--- src/rtl/dffq_chain_pkg.sv ---
// Shared state encoding and sizing helpers for the dffq chain load/readback controller.
package dffq_chain_pkg;

    localparam int unsigned ST_IDLE   = 0;
    localparam int unsigned ST_SHIFT  = 1;
    localparam int unsigned ST_UPDATE = 2;
    localparam int unsigned ST_RESP   = 3;
    localparam int unsigned N_ST      = 4;

    // One-hot: each state owns one flop so SE/UPD/RSP_VALID come straight off a register.
    typedef enum logic [N_ST-1:0] {
        S_IDLE   = 4'b0001,
        S_SHIFT  = 4'b0010,
        S_UPDATE = 4'b0100,
        S_RESP   = 4'b1000
    } state_e;

    function automatic int unsigned cnt_width(input int unsigned width);
        return $clog2(width + 1);
    endfunction

endpackage

--- src/rtl/dffq_chain_shreg.sv ---
// Parallel-load / serial-shift register with a bit counter; captures the chain tail MSB-first.
module dffq_chain_shreg
    import dffq_chain_pkg::*;
#(
    parameter int unsigned WIDTH = 16,
    localparam int unsigned CNT_W = cnt_width(WIDTH)
) (
    input  logic             clk,
    input  logic             rst_n,
    input  logic             load,
    input  logic [WIDTH-1:0] load_data,
    input  logic             shift,
    input  logic             clear,
    input  logic             serial_in,
    output logic [WIDTH-1:0] q,
    output logic [CNT_W-1:0] count,
    output logic             last
);

    logic [WIDTH-1:0] q_q, q_d;
    logic [CNT_W-1:0] cnt_q, cnt_d;

    // Clear wins over load, load over shift; shift moves toward bit 0 and fills the MSB.
    always_comb begin
        q_d   = q_q;
        cnt_d = cnt_q;
        if (clear) begin
            q_d   = '0;
            cnt_d = '0;
        end else if (load) begin
            q_d   = load_data;
            cnt_d = '0;
        end else if (shift) begin
            q_d   = WIDTH'({serial_in, q_q} >> 1);
            cnt_d = cnt_q + CNT_W'(1);
        end
    end

    always_ff @(posedge clk or negedge rst_n) begin
        if (!rst_n) begin
            q_q   <= '0;
            cnt_q <= '0;
        end else begin
            q_q   <= q_d;
            cnt_q <= cnt_d;
        end
    end

    assign q     = q_q;
    assign count = cnt_q;
    assign last  = (cnt_q == CNT_W'(WIDTH - 1));

endmodule

--- src/rtl/dffq_chain_ctrl.sv ---
// Sequencer: accepts a word, shifts it into the external dffq chain, strobes UPD, returns the old contents.
module dffq_chain_ctrl
    import dffq_chain_pkg::*;
#(
    parameter int unsigned WIDTH = 16
) (
    input  logic             CLK,
    input  logic             RN,
    input  logic             REQ_VALID,
    output logic             REQ_READY,
    input  logic [WIDTH-1:0] REQ_DATA,
    input  logic             ABORT,
    output logic             SE,
    output logic             SD,
    input  logic             SQ,
    output logic             UPD,
    output logic             RSP_VALID,
    input  logic             RSP_READY,
    output logic [WIDTH-1:0] RSP_DATA
);

    localparam int unsigned CNT_W = cnt_width(WIDTH);

    state_e           state_q, state_d;
    logic             req_ready_q, req_ready_d;
    logic             load, shift, clear;
    logic [WIDTH-1:0] sh_q;
    logic [CNT_W-1:0] cnt;
    logic             last;
    logic             full;

    // Guard against a shift past the chain length should the FSM ever linger in SHIFT.
    assign full = (cnt == CNT_W'(WIDTH));

    always_comb begin
        state_d = state_q;
        load    = 1'b0;
        shift   = 1'b0;
        clear   = 1'b0;
        case (state_q)
            S_IDLE: begin
                if (REQ_VALID && req_ready_q) begin
                    load    = 1'b1;
                    state_d = S_SHIFT;
                end
            end
            S_SHIFT: begin
                if (ABORT) begin
                    clear   = 1'b1;
                    state_d = S_IDLE;
                end else begin
                    shift = !full;
                    if (last) begin
                        state_d = S_UPDATE;
                    end
                end
            end
            S_UPDATE: begin
                state_d = S_RESP;
            end
            S_RESP: begin
                if (RSP_READY) begin
                    state_d = S_IDLE;
                end
            end
            default: begin
                state_d = S_IDLE;
            end
        endcase
        req_ready_d = (state_d == S_IDLE);
    end

    // READY stays low through reset and rises on the first edge after release.
    always_ff @(posedge CLK or negedge RN) begin
        if (!RN) begin
            state_q     <= S_IDLE;
            req_ready_q <= 1'b0;
        end else begin
            state_q     <= state_d;
            req_ready_q <= req_ready_d;
        end
    end

    dffq_chain_shreg #(
        .WIDTH (WIDTH)
    ) u_shreg (
        .clk       (CLK),
        .rst_n     (RN),
        .load      (load),
        .load_data (REQ_DATA),
        .shift     (shift),
        .clear     (clear),
        .serial_in (SQ),
        .q         (sh_q),
        .count     (cnt),
        .last      (last)
    );

    assign REQ_READY = req_ready_q;
    assign SE        = state_q[ST_SHIFT];
    assign UPD       = state_q[ST_UPDATE];
    assign RSP_VALID = state_q[ST_RESP];
    assign SD        = sh_q[0];
    assign RSP_DATA  = sh_q;

endmodule
--- config.mk ---
export PLATFORM = sky130hd
export DESIGN_NAME = dffq_chain_ctrl
export DESIGN_NICKNAME = d
export VERILOG_FILES = /design/src/rtl/dffq_chain_pkg.sv /design/src/rtl/dffq_chain_shreg.sv /design/src/rtl/dffq_chain_ctrl.sv
export SDC_FILE = /design/constraint.sdc
export NUM_CORES = 1
export LEC_CHECK = 0
export CORE_MARGIN = 3
export CORE_UTILIZATION = 44
export CTS_CLUSTER_SIZE = 40
export DETAILED_ROUTE_END_ITERATION = 7
export PLACE_DENSITY = 0.85
export RECOVER_POWER = 25
export SYNTH_ARGS = -nofsm -noshare
export SYNTH_HDL_FRONTEND = slang
export SYNTH_SLANG_ARGS = --single-unit
export TNS_END_PERCENT = 100
--- constraint.sdc ---
create_clock -name CLK -period 2.1 [get_ports CLK]
set_input_delay 0.315 -clock CLK [delete_from_list [all_inputs] [get_ports CLK]]
set_output_delay 0.315 -clock CLK [all_outputs]
set_load 0.02 [all_outputs]
==> results.sh <==
export IMPL_status="completed"
export IMPL_die_w_um=59.14
export IMPL_drt_iter0_drc=25
export IMPL_worstPathRequired_ns=2.32
export IMPL_min_from="state_q[1]"
export IMPL_hold_violations=0
export IMPL_cts_buffers=3
export IMPL_path_buf_inv=0
export IMPL_core_mm2=0.002590
export IMPL_r2r_setup_slack_ns=0.25
export IMPL_die_y_um=59.14
export IMPL_synth_edf_count=0
export IMPL_powerDensity_mw_per_mm2=1323
export IMPL_synth_area_leader_cell="dfrtp_1"
export IMPL_endpoint_kind="flop"
export IMPL_viasPerCell=5.609
export IMPL_dieArea_mm2=0.003498
export IMPL_final_area_mm2=0.001747
export IMPL_fin_nets=175
export IMPL_worstMarginPinSlew_ns=1.343
export IMPL_path_max_fanout=19
export IMPL_area_growth_pct=40.58
export IMPL_synth_distinct_cells=29
export IMPL_critPathMaxStageDelay_ns=0.62
export IMPL_fin_crit_ns=1.853
export IMPL_antenna_left=0
export IMPL_drive_gt1_share_pct=20.13
export IMPL_async_flop_share_pct=100.0
export IMPL_arrival_ns=2.07
export IMPL_timing_final_crit_share_pct=88.24
export IMPL_post_dp_cell_area_mm2=0.001695
export IMPL_cts_tree="built"
export IMPL_cts_root_buffer="clkbuf_4"
export IMPL_synth_top_cells_by_count="dfrtp_1 (25), a22o_1 (11), a21o_1 (9)"
export IMPL_setup_viol=0
export IMPL_synth_mux_area_share_pct=1.712
export IMPL_clock_skew_final_ns=0.01156
export IMPL_wl_per_cell_um=15.88
export IMPL_synth_nets=130
export IMPL_clk_latency_ns=0.32
export IMPL_grt_pass1_vias=1042
export IMPL_cp_top_family="simple AND/OR/NAND/NOR gates"
export IMPL_leakagePower_uw=0.0008373
export IMPL_synth_adder_area_share_pct=3.021
export IMPL_fin_util_pct=67.44
export IMPL_place_gp_congestion=0.6957
export IMPL_synthFlopType="dfrtp_1"
export IMPL_drv_slew=0
export IMPL_path_clk_slew_ns=0.15
export IMPL_synthXorXnorAreaFrac_pct=0
export IMPL_syn_cell_area_mm2=0.001242
export IMPL_drv_cap=0
export IMPL_max_freq_mhz=539.7
export IMPL_syn_inst=105
export IMPL_ys_seq_elements=26
export IMPL_overflow=0
export IMPL_rr_startpoint="state_q[2]"
export IMPL_start_util_pct=47.97
export IMPL_slew_limit_headroom_pct=10.50
export IMPL_rr_worst_depth=4
export IMPL_dr_pass1_iters=4
export IMPL_cp_startpoint="state_q[2]"
export IMPL_path_depth=4
export IMPL_holdPathStages=1
export IMPL_path_class="reg -> reg"
export IMPL_cts_sinks=26
export IMPL_startpoint_type="flop"
export IMPL_antenna_cells=0
export IMPL_synth_area_per_cell_um2=11.83
export IMPL_io_buffers=42
export IMPL_peakVddDrop_v=0.0008972
export IMPL_yosysWarningCount=0
export IMPL_synth_compound_area_share_pct=26.49
export IMPL_nFillCells=194
export IMPL_drt_total_wl_mm=2.842
export IMPL_grt_start_max_net_pins=27
export IMPL_drc_errors=0
export IMPL_ioPinCount=43
export IMPL_antenna_found_initial=0
export IMPL_hold_class="reg -> reg"
export IMPL_fin_setup_tns_ns=0
export IMPL_rows=18
export IMPL_yosys_top_cells_area="dfrtp_1 (50%), a22o_1 (7.8%), a22o_2 (5.6%)"
export IMPL_via_count=1004
export IMPL_dp_hpwl_mm=2.038
export IMPL_h_tree_depth=1
export IMPL_grt_pass1_wl_mm=4.712
export IMPL_grt_use_total_pct=17.47
export IMPL_rsz0062_at_grt="no"
export IMPL_clockBufferDepth=2
export IMPL_synth_top_cell_area_share_pct=50.35
export IMPL_worstPathCellList="or4b_4, a21oi_1, nor2_2, mux2_2"
export IMPL_synth_top_family_by_area="compound AO/OA/AOI/OAI gates"
export IMPL_cts_hold_buf=0
export IMPL_yosysSeqAreaShare_pct=52.47
export IMPL_crit_slowest_cell="or4b_4"
export IMPL_yosysMostFrequentCell="dfrtp_1"
export IMPL_synth_simple_area_share_pct=10.98
[placed cells by master (no fill, tap or decap), types with 2 or more instances in the layout]
cell type        synthesis  routed
nor2_1                   6       5
dfrtp_1                 25      25
ha_1                     3       3
a21o_1                   9       9
inv_1                    5       5
a22o_1                  11      11
clkdlybuf4s50_1          0      41
a21o_2                   7       7
clkbuf_4                 0       3
nand3_1                  2       2
nor3_1                   6       5
a22o_2                   7       7
a21oi_1                  3       3
buf_4                    1       4
[state kept, by name, summed over array words and instances (netlist names)]
signal         cells
u_shreg.q         16
state_q            4
REQ_READY          1
u_shreg.count      5
[through the flow]
step	instances	hold WS [ns]	power [uW]	worst slack, ns
floorplan	105	0.01941	1497	0.1968
global placement	175	0.4867	1938	-0.05894
detailed placement	175	0.4925	1971	-0.08632
CTS	179	0.3434	2323	0.2346
global route	179	0.5484	2436	0.1046
finish	179	0.5179	2310	0.2470
[layer usage]
metal / track usage [%] / part of all wire [%]
met1: 23.04 / 45
met2: 29.34 / 50
met3: 2.832 / 4.7
met4: 5.502 / 0.63
met5: 0 / 0
[cells by family after synthesis]
family,after synthesis
adder cells (fa/ha/maj),3
multiplexers,2
AO/OA/AOI/OAI,40
AND/OR/NAND/NOR,22
flip-flops,26
buffers and inverters,12
[worst register-to-register path: stages (launching register included)]
cell and delay (ns):
dfrtp_1 0.48, or4b_4 0.62, a21oi_1 0.18, nor2_2 0.17, mux2_2 0.30
[worst paths after layout]
check / end
min in group asynchronous: u_shreg.count[3]
max: u_shreg.count[0]
min: state_q[3]
max in group asynchronous: u_shreg.count[2]
min reg2reg: state_q[3]
max reg2reg: u_shreg.count[0]
[report_power, final]
part	internal, uW	total (uW)	switching (uW)
sequential	697	856	159
combinational	580	1110	527
clock	193	347	154
[what timing repair did]
| item | 4_1_cts | 5_1_grt |
|---|---|---|
| gates resized for setup | 1 | 0 |
| setup endpoints to repair | 19 | 0 |
| setup buffers | 0 | 0 |
| hold endpoints to repair | 0 | 0 |
[final cells by class]
| cell class | instances | area [um2] | area share [%] |
|---|---|---|---|
| tap | 30 | 37.54 | 2.149 |
| sequential | 26 | 651.9 | 37.32 |
| inverter | 5 | 18.77 | 1.074 |
| multi-input combinational | 67 | 531.8 | 30.44 |
| clock buffer | 3 | 22.52 | 1.289 |
| timing repair buffer | 47 | 454.2 | 26.00 |
| clock inverter | 1 | 30.03 | 1.719 |
Note: power is estimated with default switching activity, not from simulation.
